`config.mk`:
```
export PLATFORM = sky130hd
export DESIGN_NAME = alu_operand_stage
export DESIGN_NICKNAME = d
export VERILOG_FILES = /design/src/rtl/alu_operand_stage.sv
export SDC_FILE = /design/constraint.sdc
export NUM_CORES = 1
export LEC_CHECK = 0
export BUFFER_PORTS_ARGS = -buffer_cell sky130_fd_sc_hd__buf_2
export CORE_ASPECT_RATIO = 1.2
export CORE_MARGIN = 2
export CORE_UTILIZATION = 46
export CTS_BUF_LIST = sky130_fd_sc_hd__clkbuf_2
export CTS_CLUSTER_SIZE = 16
export DETAILED_ROUTE_END_ITERATION = 8
export PLACE_DENSITY = 0.86
export REMOVE_ABC_BUFFERS = 1
export SYNTH_ARGS = -nofsm -noshare
export SYNTH_HDL_FRONTEND = slang
export SYNTH_SLANG_ARGS = --single-unit
export TNS_END_PERCENT = 5
```
`constraint.sdc`:
```
create_clock -name clk -period 1.8 [get_ports clk]
set_input_delay 0 -clock clk [delete_from_list [all_inputs] [get_ports clk]]
set_output_delay 0 -clock clk [all_outputs]
set_load 0.05 [all_outputs]
```
`src/rtl/alu_operand_stage.sv`:
```
`default_nettype none
// ============================================================================
// Module   : alu_operand_stage
// Purpose  : ALU operand select/forward stage feeding a 2-entry output FIFO.
//            Optional macro ALU_OPERAND_FWD_EN enables EX/MEM bypass.
// Revision : 1.0 - initial release
// ============================================================================
module alu_operand_stage #(
   parameter int WIDTH = 16,
   parameter int IMMW  = 12,
   parameter int RIDX  = 4
) (
   input  logic              clk,
   input  logic              rst,
   input  logic              in_valid,
   output logic              in_ready,
   input  logic [WIDTH-1:0]  pc,
   input  logic [WIDTH-1:0]  rs1_data,
   input  logic [WIDTH-1:0]  rs2_data,
   input  logic [RIDX-1:0]   rs1_idx,
   input  logic [RIDX-1:0]   rs2_idx,
   input  logic [IMMW-1:0]   imm_raw,
   input  logic              imm_sign,
   input  logic [1:0]        sel_a,
   input  logic [2:0]        sel_b,
   input  logic              fwd_ex_valid,
   input  logic              fwd_mem_valid,
   input  logic [RIDX-1:0]   fwd_ex_idx,
   input  logic [RIDX-1:0]   fwd_mem_idx,
   input  logic [WIDTH-1:0]  fwd_ex_data,
   input  logic [WIDTH-1:0]  fwd_mem_data,
   output logic              out_valid,
   input  logic              out_ready,
   output logic [WIDTH-1:0]  alu_a,
   output logic [WIDTH-1:0]  alu_b
);

   localparam logic [WIDTH-1:0] C_ONE = {{(WIDTH-1){1'b0}}, 1'b1};

   logic [WIDTH-1:0] w_ext;
   logic [WIDTH-1:0] w_r1;
   logic [WIDTH-1:0] w_r2;
   logic [WIDTH-1:0] w_op_a;
   logic [WIDTH-1:0] w_op_b;
   logic             w_push;
   logic             w_pop;

   logic [1:0]       count_q, count_d;
   logic             wr_ptr_q, wr_ptr_d;
   logic             rd_ptr_q, rd_ptr_d;
   logic [WIDTH-1:0] mem_a_q [2];
   logic [WIDTH-1:0] mem_a_d [2];
   logic [WIDTH-1:0] mem_b_q [2];
   logic [WIDTH-1:0] mem_b_d [2];

   assign w_ext = {{(WIDTH-IMMW){imm_sign & imm_raw[IMMW-1]}}, imm_raw};

`ifdef ALU_OPERAND_FWD_EN
   // Register 0 is hard-wired, so it never takes a bypass value.
   always_comb begin
      w_r1 = rs1_data;
      if (rs1_idx != '0) begin
         if (fwd_ex_valid && (fwd_ex_idx == rs1_idx))
            w_r1 = fwd_ex_data;
         else if (fwd_mem_valid && (fwd_mem_idx == rs1_idx))
            w_r1 = fwd_mem_data;
      end
      w_r2 = rs2_data;
      if (rs2_idx != '0) begin
         if (fwd_ex_valid && (fwd_ex_idx == rs2_idx))
            w_r2 = fwd_ex_data;
         else if (fwd_mem_valid && (fwd_mem_idx == rs2_idx))
            w_r2 = fwd_mem_data;
      end
   end
`else
   logic w_unused_fwd;
   assign w_unused_fwd = ^{fwd_ex_valid, fwd_mem_valid, fwd_ex_idx, fwd_mem_idx,
                           fwd_ex_data, fwd_mem_data, rs1_idx, rs2_idx};
   assign w_r1 = rs1_data;
   assign w_r2 = rs2_data;
`endif

   always_comb begin
      w_op_a = C_ONE;
      case (sel_a)
         2'd0:    w_op_a = pc;
         2'd1:    w_op_a = w_r1;
         2'd2:    w_op_a = w_ext;
         default: w_op_a = C_ONE;
      endcase
      w_op_b = C_ONE;
      case (sel_b)
         3'd0:    w_op_b = w_r2;
         3'd2:    w_op_b = w_ext;
         3'd3:    w_op_b = {w_ext[WIDTH-2:0], 1'b0};
         3'd4:    w_op_b = {w_ext[WIDTH-3:0], 2'b00};
         default: w_op_b = C_ONE;
      endcase
   end

   // Ready depends only on the registered count, never on out_ready.
   assign in_ready  = (count_q != 2'd2);
   assign out_valid = (count_q != 2'd0);
   assign w_push    = in_valid && in_ready;
   assign w_pop     = out_valid && out_ready;
   assign alu_a     = mem_a_q[rd_ptr_q];
   assign alu_b     = mem_b_q[rd_ptr_q];

   always_comb begin
      count_d  = count_q;
      wr_ptr_d = wr_ptr_q;
      rd_ptr_d = rd_ptr_q;
      mem_a_d  = mem_a_q;
      mem_b_d  = mem_b_q;
      if (w_push) begin
         mem_a_d[wr_ptr_q] = w_op_a;
         mem_b_d[wr_ptr_q] = w_op_b;
         wr_ptr_d          = ~wr_ptr_q;
      end
      if (w_pop)
         rd_ptr_d = ~rd_ptr_q;
      case ({w_push, w_pop})
         2'b10:   count_d = count_q + 2'd1;
         2'b01:   count_d = count_q - 2'd1;
         default: count_d = count_q;
      endcase
   end

   always_ff @(posedge clk or posedge rst) begin
      if (rst) begin
         count_q    <= 2'd0;
         wr_ptr_q   <= 1'b0;
         rd_ptr_q   <= 1'b0;
         mem_a_q[0] <= '0;
         mem_a_q[1] <= '0;
         mem_b_q[0] <= '0;
         mem_b_q[1] <= '0;
      end else begin
         count_q    <= count_d;
         wr_ptr_q   <= wr_ptr_d;
         rd_ptr_q   <= rd_ptr_d;
         mem_a_q    <= mem_a_d;
         mem_b_q    <= mem_b_d;
      end
   end

endmodule
`default_nettype wire

```
==> results.txt, run 1 <==
----------------------------------------------------
[Synth]
  Biggest area contributors in the synthesized netlist ... dfrtp_1, mux2_2, mux2_4
  Count of flip-flops with a built-in enable after synthesis ... 0
  Async set or reset register ratio after synthesis ... 1.00
  Dominant register cell in the synthesized netlist ... dfrtp_1
  Largest area contributor in the synthesized netlist ... dfrtp_1
  Number of warning messages in the yosys log ... 0
  Cells after synthesis ... 335
  Average size of a mapped cell ... 12.2 µm²
  Count of distinct cell types in the synthesized netlist ... 55
  Cell area after technology mapping ... 4080 µm²
  Sequential share of the synthesized area ... 0.417
  Total of flip-flops plus latches after synthesis ... 68
  Fraction of synthesized cell area taken by the top area cell type ... 0.417

[Floorplan]
  Die span in x ... 90.0 µm
  Overall die height ... 107 µm
  Core area ... 8610 µm²
  Number of placement rows ... 37
  Top Ports ... 154
  Initial cell density of the core ... 0.474
  DIE AREA ... 9650 µm²

[Layout]
  Post-layout net count ... 615
  Non-filler cells in the finished layout ... 617
  Layout Cell Area excl Fill ... 5380 µm²
  Area of the multi-input gates ... 2150 µm²
  Reg area ... 1700 µm²
  Synthesis-to-layout area growth ... 31.7%
  Final core utilization ... 0.624
  Fraction of final layout cells with drive strength greater than 1 ... 0.471
  Filler cell count in the final layout ... 693

[STA]
  Final critical path time including I/O delays and setup ... 1.80 ns
  RSZ-0062 raised after global routing ... yes
  Final-report setup violation count ... 3
  Final slew viol count ... 0
  Final worst path period share ... 1.00
  Smallest setup slack after layout ... -0.00289 ns
  Max frequency ... 555 MHz
  Relative slew slack ... 0.330
  Total negative setup slack ... -0.00624 ns
  Maximum clock skew at final layout ... 0.0334 ns
  Hold violation count in the final report ... 0
  Tightest Pin Transition ... 1.00 ns

[Power and ir drop]
  Peak ir drop on the vdd network ... 1170 µV
  Static Leak ... 2.47 nW
  Ratio of total power to cell area ... 1690 nW/µm²

[Worst hold path]
  Beginning of the worst hold path ... imm_raw[0]
  Worst min-delay path category ... in -> reg

[Placement]
  Port bufs ... 103
  Placed cell areas ... 4650 µm²
  Detailed placer's ending HPWL ... 7.26 mm
  Number of placed instances, taps included ... 541
  Placer's final routability congestion estimate ... 0.933

[Detailed routing]
  Drt drc ... 0
  DRT antenna net count ... 0
  Routed length per placed instance ... 19.5 µm
  Starting DRT DRC Count ... 267
  WL final ... 12.0 mm
  Overall via count from detail_route ... 3595
  Drt via density ... 5.83
  Number of iterations in the first detailed-routing pass ... 5

[CTS]
  Clock latency on the worst-skew pair ... 0.53 ns
  Root buffer selected by CTS ... clkbuf_2
  Cts bufs inserted ... 9
  Reg clk slew, reported paths ... 0.22 ns
  Htree depth ... 3
  Number of buffers inserted to repair setup after CTS ... 0
  Total clock sinks ... 68
  Clock tree from TritonCTS ... done
  Clock Tree Buf Depth ... 2

[Critical path]
  Endpoint kind of the worst setup timing path ... primary output
  Critical path fanouts, max ... 16
  Launch instance of the worst register-to-register path ... count_q[0]$_DFFE_PP0P_
  CP Data Required Time ... 1.80 ns
  Kind of start point of the critical path ... flip-flop
  Critical path startpoint ... rd_ptr_q$_DFFE_PP0P_
  Arrival time at the worst endpoint ... 1.80 ns
  Delay contributed by the slowest stage of the critical path ... 0.48 ns
  WS Path Type ... reg -> out
  Library cell contributing the largest single delay on the critical path ... dfrtp_2
  Critical path, cell by cell ... clkbuf_16, mux2_2, buf_2

[GRT]
  Total congestion overflow ... 0
  Number of antenna violations at the first check in global routing ... 1
  First-pass GRT wire length ... 18.5 mm
  Total routing usage reported by global routing ... 0.243
  Largest net degree at the start of global routing ... 37
  Vias in the first global route ... 3877

[Status]
  Result of the run ... complete, but fails checks
  Violations in the final reports ... negative setup slack

[Run]
  Max-cap violations ... 0

----------------------------------------------------
## layer usage
layer	routed length, µm	vias up	part of all wire	global-route usage
met5	0	-	0	0
met4	580	0	0.048	0.163
met3	624	60	0.052	0.0415
met2	6120	181	0.51	0.421
met1	4670	1765	0.39	0.278
li1	-	1589	-	-
## synthesized netlist by cell type, types with 2 or more instances
| cell | n |
|---|---|
| dfrtp_1 | 68 |
| a31oi_1 | 17 |
| nor4b_2 | 2 |
| buf_12 | 2 |
| clkbuf_1 | 2 |
| xnor2_1 | 3 |
| o21ai_1 | 2 |
| nor2_1 | 3 |
| clkbuf_8 | 2 |
| nand3_1 | 4 |
| buf_6 | 6 |
| nand2_1 | 12 |
| o21ai_0 | 15 |
| nand3b_1 | 4 |
| and4bb_2 | 5 |
| buf_4 | 3 |
| or3b_1 | 2 |
| or4b_1 | 2 |
| mux2_2 | 65 |
| o31ai_1 | 4 |
| o2bb2ai_1 | 11 |
| mux2_4 | 16 |
| a32oi_1 | 7 |
| o211ai_2 | 2 |
| a211oi_1 | 2 |
| and2_1 | 2 |
| xor2_1 | 2 |
| buf_2 | 10 |
| a21oi_1 | 16 |
| inv_1 | 4 |
| nor2b_1 | 3 |
| or3b_2 | 2 |
| mux2i_1 | 13 |
## per-stage QoR
step	setup slack (ns)	hold slack, ns	total power [mW]
final	-0.00289	0.0400	9.10
after global routing	-0.0485	0.0373	9.54
after CTS	0.000112	0.00303	8.96
after detailed placement	0.127	0.121	7.97
after global placement	0.182	0.108	7.80
after floorplan	-0.199	0.101	6.65
## repair_timing
item | CTS | global route
endpoints found under the setup margin | 0 | 33
resized for setup | 0 | 2
hold buffers | 58 | 0
hold endpoints to repair | 133 | 0
## critical path, delay by kind of cell (launching register included)
| kind | cells | cell delay [ns] |
|---|---|---|
| flops | 1 | 0.48 |
| buf+inv | 2 | 0.42 |
| mux | 1 | 0.35 |
## worst paths after layout
| kind | end | cells past startpoint | slack, ns |
|---|---|---|---|
| max | alu_a[15] | 3 | -0.003 |
| min | mem_b_q[17]$_DFFE_PP0P_ | 4 | 0.04 |
| max reg2reg | count_q[1]$_DFFE_PP0P_ | 5 | 0.12 |
| min reg2reg | count_q[1]$_DFFE_PP0P_ | 1 | 0.52 |
| min in group asynchronous | mem_a_q[16]$_DFFE_PP0P_ | 4 | 0.16 |
| max in group asynchronous | mem_b_q[23]$_DFFE_PP0P_ | 4 | 1.29 |
## cell type report
type	instances	area share
inverter	4	0.00279
timing repair buffer	174	0.233
clock buffer	9	0.00838
tap	117	0.0272
clock inverter	7	0.0123
sequential	68	0.317
antenna	1	0.000466
multi-input combinational	237	0.399
## cell families after synthesis
kind of cell | after synthesis | synth area share
buffers and inverters | 30 | 0.0573
adders and majority gates | 1 | 0.00307
muxes | 94 | 0.270
DFF | 68 | 0.417
xor gates and xnor gates | 5 | 0.0107
AOI/OAI and AO/OA | 79 | 0.129
and+or+nand+nor | 58 | 0.113
## state kept, by name, indices dropped and copies added (netlist names)
name      flops
wr_ptr_q      1
mem_b_q      32
mem_a_q      32
count_q       2
rd_ptr_q      1
## cell usage in the layout (no fill, tap or decap), drive strengths merged, types with 3 or more instances in the layout
cell type,synthesis,final
a211oi,3,3
a21oi,16,16
a31oi,17,17
a32oi,7,7
and4bb,5,5
buf,22,114
clkbuf,4,11
clkinv,0,3
dfrtp,68,68
dlygate4sd3,0,58
inv,4,5
mux2,81,81
mux2i,13,13
nand2,12,12
nand3,4,4
nand3b,4,4
nor2,6,6
nor2b,4,4
nor4b,3,3
o21ai,17,17
o2bb2ai,11,11
o31ai,4,4
or3b,5,5
xnor2,3,3
## where the power goes
group / leakage [nW] / total [mW] / internal (mW) / switching, mW
Sequential: 0.840 / 2.68 / 2.26 / 0.418
Clock: 0.0634 / 0.899 / 0.313 / 0.586
Combinational: 1.56 / 5.52 / 2.08 / 3.44
No activity file was read; power rests on OpenSTA's default activity.
==> run 2, diff against run 1 <==
CORE_MARGIN = not set   (was 2)
==> run 2 against run 1 <==
  * The run now ends clean
  * Clock power is 11% lower
  * Count of clock-buffer cells in the layout stayed put
  * Register-to-register slack worse by 0.04 ns
  * Core utilization is 0.52 points lower
  * Worst setup slack better by 0.082 ns
  * Combinational power is 2% lower
  * Die area is 4.0% lower
  * Cell count is 0.81% lower
  * Clock skew is 0.0097 ns lower
  * Hold slack worse by 0.022 ns
  * First-iteration DRC count is 3.0% higher
  * Critical endpoint is now mem_b_q[23]$_DFFE_PP0P_
  * Largest cell class unchanged
  * Largest power group unchanged
==> results.txt, run 2 (synthesized netlist as in run 1, its figures left out) <==
----------------------------------------------------
[STA]
  Final worst path period share ... 0.956
  Fin Hold WS ... 0.0184 ns
  Final slew viol count ... 0
  Final critical path time including I/O delays and setup ... 1.72 ns
  Hold violation count in the final report ... 0
  Relative slew slack ... 0.380
  Max frequency ... 581 MHz
  Tightest Pin Transition ... 0.928 ns
  Final-report setup violation count ... 0
  Maximum clock skew at final layout ... 0.0237 ns
  RSZ-0062 raised after global routing ... no

[CTS]
  Clock Tree Buf Depth ... 2
  Clock tree from TritonCTS ... done
  Cts bufs inserted ... 9
  Htree depth ... 3
  Total clock sinks ... 68
  Clock latency on the worst-skew pair ... 0.51 ns
  Reg clk slew, reported paths ... 0.18 ns
  Root buffer selected by CTS ... clkbuf_2

[Critical path]
  Number of cells traversed by the worst register-to-register path ... 5
  Delay contributed by the slowest stage of the critical path ... 0.60 ns
  Slack of the worst reg-to-reg path ... 0.08 ns
  Launch instance of the worst register-to-register path ... count_q[0]$_DFFE_PP0P_
  Arrival time at the worst endpoint ... 2.14 ns
  Library cell contributing the largest single delay on the critical path ... dlygate4sd3_1
  Cell mode on critical path ... dlygate4sd3_1
  Critical R2R Capture ... count_q[1]$_DFFE_PP0P_
  Critical path startpoint ... sel_b[2]
  Critical path fanouts, max ... 20
  Critical Path Stages ... 6
  Critical path endpoint ... mem_b_q[23]$_DFFE_PP0P_
  CP Data Required Time ... 2.22 ns
  Kind of start point of the critical path ... primary input
  Top Family by Delay on Critical Path ... buffers and inverters
  Buffers & Inverters on Critical Path ... 3
  WS Path Type ... in -> reg
  Critical path, cell by cell ... dlygate4sd3_1, buf_2, nor3b_4, a32oi_1, dlygate4sd3_1, a31oi_1
  Endpoint kind of the worst setup timing path ... flip-flop

[Placement]
  Port bufs ... 103
  Detailed placer's ending HPWL ... 6.90 mm
  Placer's final routability congestion estimate ... 0.926
  Number of placed instances, taps included ... 540

[Layout]
  Most common library cell in the layout ignoring fill and taps ... buf_2
  Most frequent cells in the layout ... buf_2, dfrtp_1, mux2_2
  Synthesis-to-layout area growth ... 30.6%
  Fraction of final layout cells with drive strength greater than 1 ... 0.463
  Non-filler cells in the finished layout ... 612
  Reg area ... 1700 µm²
  Area of the multi-input gates ... 2150 µm²
  Filler cell count in the final layout ... 696
  Post-layout net count ... 613
  Total inserted antenna cells ... 0
  Final core utilization ... 0.619
  Biggest regs ... mem_a_q x32, mem_b_q x32, count_q x2

[Power and ir drop]
  Power share of the sequential group ... 0.300
  Static Leak ... 2.45 nW
  Ratio of total power to cell area ... 1660 nW/µm²
  Switching share of power ... 0.484
  Internal power summed over all cells ... 4.57 mW
  Peak ir drop on the vdd network ... 1240 µV
  Part of the total power dissipated in the clock network ... 0.090
  Portion of total power attributed to combinational logic ... 0.609
  Net load switching power ... 4.29 mW

[Detailed routing]
  DRT antenna net count ... 0
  WL final ... 11.1 mm
  Drt via density ... 5.80
  Number of iterations in the first detailed-routing pass ... 4
  Metal1 wirelength ... 4.36 mm
  Overall via count from detail_route ... 3551
  Topmost layer with routed signal wires ... met4
  Drt drc ... 0
  Wire length on met3 ... 568 µm
  Routed length per placed instance ... 18.1 µm
  Wire length on met2 ... 5.65 mm
  Starting DRT DRC Count ... 275

[GRT]
  Largest net degree at the start of global routing ... 34
  First-pass GRT wire length ... 17.7 mm
  Total routing usage reported by global routing ... 0.255
  Vias in the first global route ... 3666
  Number of antenna violations at the first check in global routing ... 0
  Total congestion overflow ... 0

[Run]
  Max-cap violations ... 0

[Floorplan]
  Top Ports ... 154
  Initial cell density of the core ... 0.474
  Die span in x ... 88.0 µm
  Overall die height ... 105 µm
  Number of placement rows ... 37
  Core area ... 8610 µm²
  DIE AREA ... 9250 µm²

[Worst hold path]
  Worst min-delay path category ... in -> async

[Status]
  Result of the run ... complete, no violations

----------------------------------------------------
## run 2: power groups by stage
stage | Clock (mW) | Sequential (mW) | Combinational (mW)
floorplan | 0 | 2.65 | 4.00
global placement | 0 | 2.62 | 5.16
detailed placement | 0 | 2.68 | 5.24
CTS | 0.815 | 2.65 | 5.36
global route | 0.878 | 2.75 | 5.65
finish | 0.799 | 2.66 | 5.40
## run 2: stage by stage
stage               setup WS [ns]  total power, mW  area (µm²)  TNS, ns
global route              0.00336             9.28        5330        0
global placement            0.180             7.78        4660        0
finish                     0.0789             8.85        5330        0
CTS                        0.0542             8.83        5320        0
detailed placement          0.125             7.93        4660        0
floorplan                  -0.199             6.65        3860   -0.304
## run 2: layout make-up
class,count,share of cell area
inverter,4,0.00282
timing repair buffer,172,0.230
tap,117,0.0275
clock buffer,9,0.00845
multi-input combinational,237,0.404
clock inverter,5,0.00845
sequential,68,0.319
## run 2: worst min path at each step
stage,from,to,cells after the start
final,rst,mem_b_q[8]$_DFFE_PP0P_,3
after global routing,rst,mem_b_q[8]$_DFFE_PP0P_,3
after CTS,pc[8],mem_a_q[8]$_DFFE_PP0P_,4
after detailed placement,rst,mem_b_q[25]$_DFFE_PP0P_,2
after global placement,rst,mem_b_q[9]$_DFFE_PP0P_,2
after floorplan,sel_b[2],mem_b_q[17]$_DFFE_PP0P_,1
## run 2: metal layers
metal	vias up	track usage
met1	1739	0.291
met3	52	0.0442
met2	169	0.424
li1	1591	-
met5	-	0
met4	0	0.179
## run 2: timing repair
| action | 4_1_cts | 5_1_grt |
|---|---|---|
| gates resized for setup | 0 | 1 |
| endpoints found under the setup margin | 0 | 2 |
| buffers inserted | 0 | 1 |
| hold buffers | 57 | 0 |
| hold endpoints to repair | 132 | 0 |
## run 2: worst min-delay path, cell delays in order
cell and delay (ns):
dlygate4sd3_1 0.53, buf_2 0.13, inv_2 0.32
==> run 3, diff against run 2 <==
PLACE_DENSITY = 0.83   (was 0.86)
==> run 3 against run 2 <==
  * The flow now finishes with violations (negative setup slack)
  * Largest cell class unchanged
  * Clock power rose by 28%
  * Worst setup slack got worse by 0.086 ns
  * Flip-flop and latch count did not move
  * Sequential share of layout area shrank 0.59 points
  * Design area increased by 2.0%
  * Global-route usage grew 0.15 points
  * Register-to-register slack better by 0.04 ns
  * Core utilization is 1.2 points higher
  * Combinational power increased by 4%
  * First-iteration DRC count shrank 2.5%
  * Via count decreased by 1.5%
  * Highest routed layer unchanged
==> results.txt, run 3 (synthesized netlist as in run 1, its figures left out) <==
----------------------------------------------------
[STA]
  Maximum clock skew at final layout ... 0.0274 ns
  Hold violation count in the final report ... 0
  Relative slew slack ... 0.365
  Final slew viol count ... 0
  Tightest Pin Transition ... 0.950 ns
  Final critical path time including I/O delays and setup ... 1.81 ns
  RSZ-0062 raised after global routing ... yes
  Final worst path period share ... 1.00
  Max frequency ... 553 MHz
  Final-report setup violation count ... 2
  Smallest setup slack after layout ... -0.00715 ns

[Layout]
  Post-layout net count ... 619
  Most common library cell in the layout ignoring fill and taps ... buf_2
  Total inserted antenna cells ... 0
  Filler cell count in the final layout ... 684
  Reg area ... 1700 µm²
  Fraction of final layout cells with drive strength greater than 1 ... 0.477
  Area of the multi-input gates ... 2150 µm²
  Biggest regs ... mem_a_q x32, mem_b_q x32, count_q x2
  Most frequent cells in the layout ... buf_2, dfrtp_1, mux2_2
  Final core utilization ... 0.632
  Synthesis-to-layout area growth ... 33.2%

[Floorplan]
  Top Ports ... 154
  DIE AREA ... 9250 µm²
  Overall die height ... 105 µm
  Die span in x ... 88.0 µm
  Core area ... 8610 µm²
  Initial cell density of the core ... 0.474
  Number of placement rows ... 37

[Status]
  Result of the run ... complete, but fails checks
  Violations in the final reports ... negative setup slack

[CTS]
  Cts bufs inserted ... 9
  Root buffer selected by CTS ... clkbuf_2
  Reg clk slew, reported paths ... 0.20 ns
  Htree depth ... 3
  Clock latency on the worst-skew pair ... 0.55 ns
  Clock tree from TritonCTS ... done
  Total clock sinks ... 68
  Clock Tree Buf Depth ... 2

[GRT]
  GR met3 Demand/Resource ... 0.0592
  Number of antenna violations at the first check in global routing ... 0
  Total congestion overflow ... 0
  Vias in the first global route ... 3620
  Met1 capacity usage during global routing ... 0.315
  Grt met2 use ... 0.410
  Busiest layer in global routing ... met2
  Total routing usage reported by global routing ... 0.257
  Largest net degree at the start of global routing ... 69
  First-pass GRT wire length ... 18.0 mm

[Critical path]
  Delay contributed by the slowest stage of the critical path ... 0.47 ns
  Endpoint kind of the worst setup timing path ... primary output
  Buffers & Inverters on Critical Path ... 2
  Top Family by Delay on Critical Path ... flip-flops
  Critical path, cell by cell ... clkbuf_16, mux2_2, buf_2
  CP Data Required Time ... 1.80 ns
  Critical path fanouts, max ... 16
  Critical R2R Capture ... count_q[1]$_DFFE_PP0P_
  Number of cells traversed by the worst register-to-register path ... 5
  Arrival time at the worst endpoint ... 1.81 ns
  Critical path startpoint ... rd_ptr_q$_DFFE_PP0P_
  Library cell contributing the largest single delay on the critical path ... dfrtp_2
  Slack of the worst reg-to-reg path ... 0.12 ns
  WS Path Type ... reg -> out
  Launch instance of the worst register-to-register path ... count_q[0]$_DFFE_PP0P_
  Kind of start point of the critical path ... flip-flop

[Detailed routing]
  WL final ... 11.3 mm
  Overall via count from detail_route ... 3499
  Drt via density ... 5.64
  Drt drc ... 0
  Starting DRT DRC Count ... 268
  Number of iterations in the first detailed-routing pass ... 4
  Routed length per placed instance ... 18.3 µm
  DRT antenna net count ... 0

[Worst hold path]
  Hold endpoint ... mem_b_q[14]$_DFFE_PP0P_
  Worst min-delay path category ... in -> reg
  Worst Hold Depth ... 4
  Beginning of the worst hold path ... imm_sign

[Placement]
  Dpl ws ... 0.122 ns
  Port bufs ... 103
  Detailed placer's ending HPWL ... 7.00 mm
  Placer's final routability congestion estimate ... 0.898

[Power and ir drop]
  Static Leak ... 2.51 nW
  Peak ir drop on the vdd network ... 1170 µV
  Ratio of total power to cell area ... 1710 nW/µm²

[Run]
  Max-cap violations ... 0

----------------------------------------------------
run 3: stage by stage:
step	setup TNS, ns	cell area (µm²)	hold WS, ns	power [mW]	std cells
4_1_cts	0	5380	0.0113	9.07	618
5_1_grt	-1.41	5440	0.0144	9.75	620
3_3_place_gp	0	4650	0.0956	7.76	542
3_5_place_dp	0	4650	0.105	7.91	542
2_1_floorplan	-0.304	3860	0.101	6.65	309
6_report	-0.0113	5440	0.0176	9.29	620
run 3: how the worst max path moves through the flow:
stage	to	slack (ns)	cells past startpoint
after floorplan	count_q[1]$_DFFE_PP0P_	-0.20	6
after CTS	alu_b[12]	0.003	3
after detailed placement	count_q[1]$_DFFE_PP0P_	0.12	6
after global routing	alu_b[8]	-0.06	3
after global placement	count_q[1]$_DFFE_PP0P_	0.18	5
final	alu_b[8]	-0.007	3
run 3: where the power goes:
| part | leakage [nW] | total [mW] | switching (mW) | internal, mW |
|---|---|---|---|---|
| Combinational | 1.59 | 5.59 | 3.44 | 2.16 |
| Sequential | 0.839 | 2.68 | 0.415 | 2.27 |
| Clock | 0.0831 | 1.02 | 0.567 | 0.454 |
run 3: layout make-up:
class,count,area share
Multi-Input combinational cell,237,0.395
Clock inverter,6,0.0145
Sequential cell,68,0.313
Tap cell,117,0.0269
Clock buffer,10,0.00920
Timing Repair Buffer,178,0.238
Inverter,4,0.00276
run 3: what timing repair did:
item                                   in CTS  in global routing
hold buffers                               59                  0
setup endpoints to repair                   4                 33
setup buffers                               1                  1
endpoints found under the hold margin     129                  0
resized for setup                           3                  9
cloned                                      0                  1
run 3: tightest hold or removal path, cell delays in order:
cell	delay, ns
buf_2	0.13
nand4b_2	0.17
o211ai_2	0.12
mux2_4	0.14
run 3: metal layers:
metal / share of wire / up-vias
met3: 0.060 / 32
met2: 0.50 / 137
met1: 0.41 / 1728
li1: - / 1602
met5: 0 / -
met4: 0.030 / 0
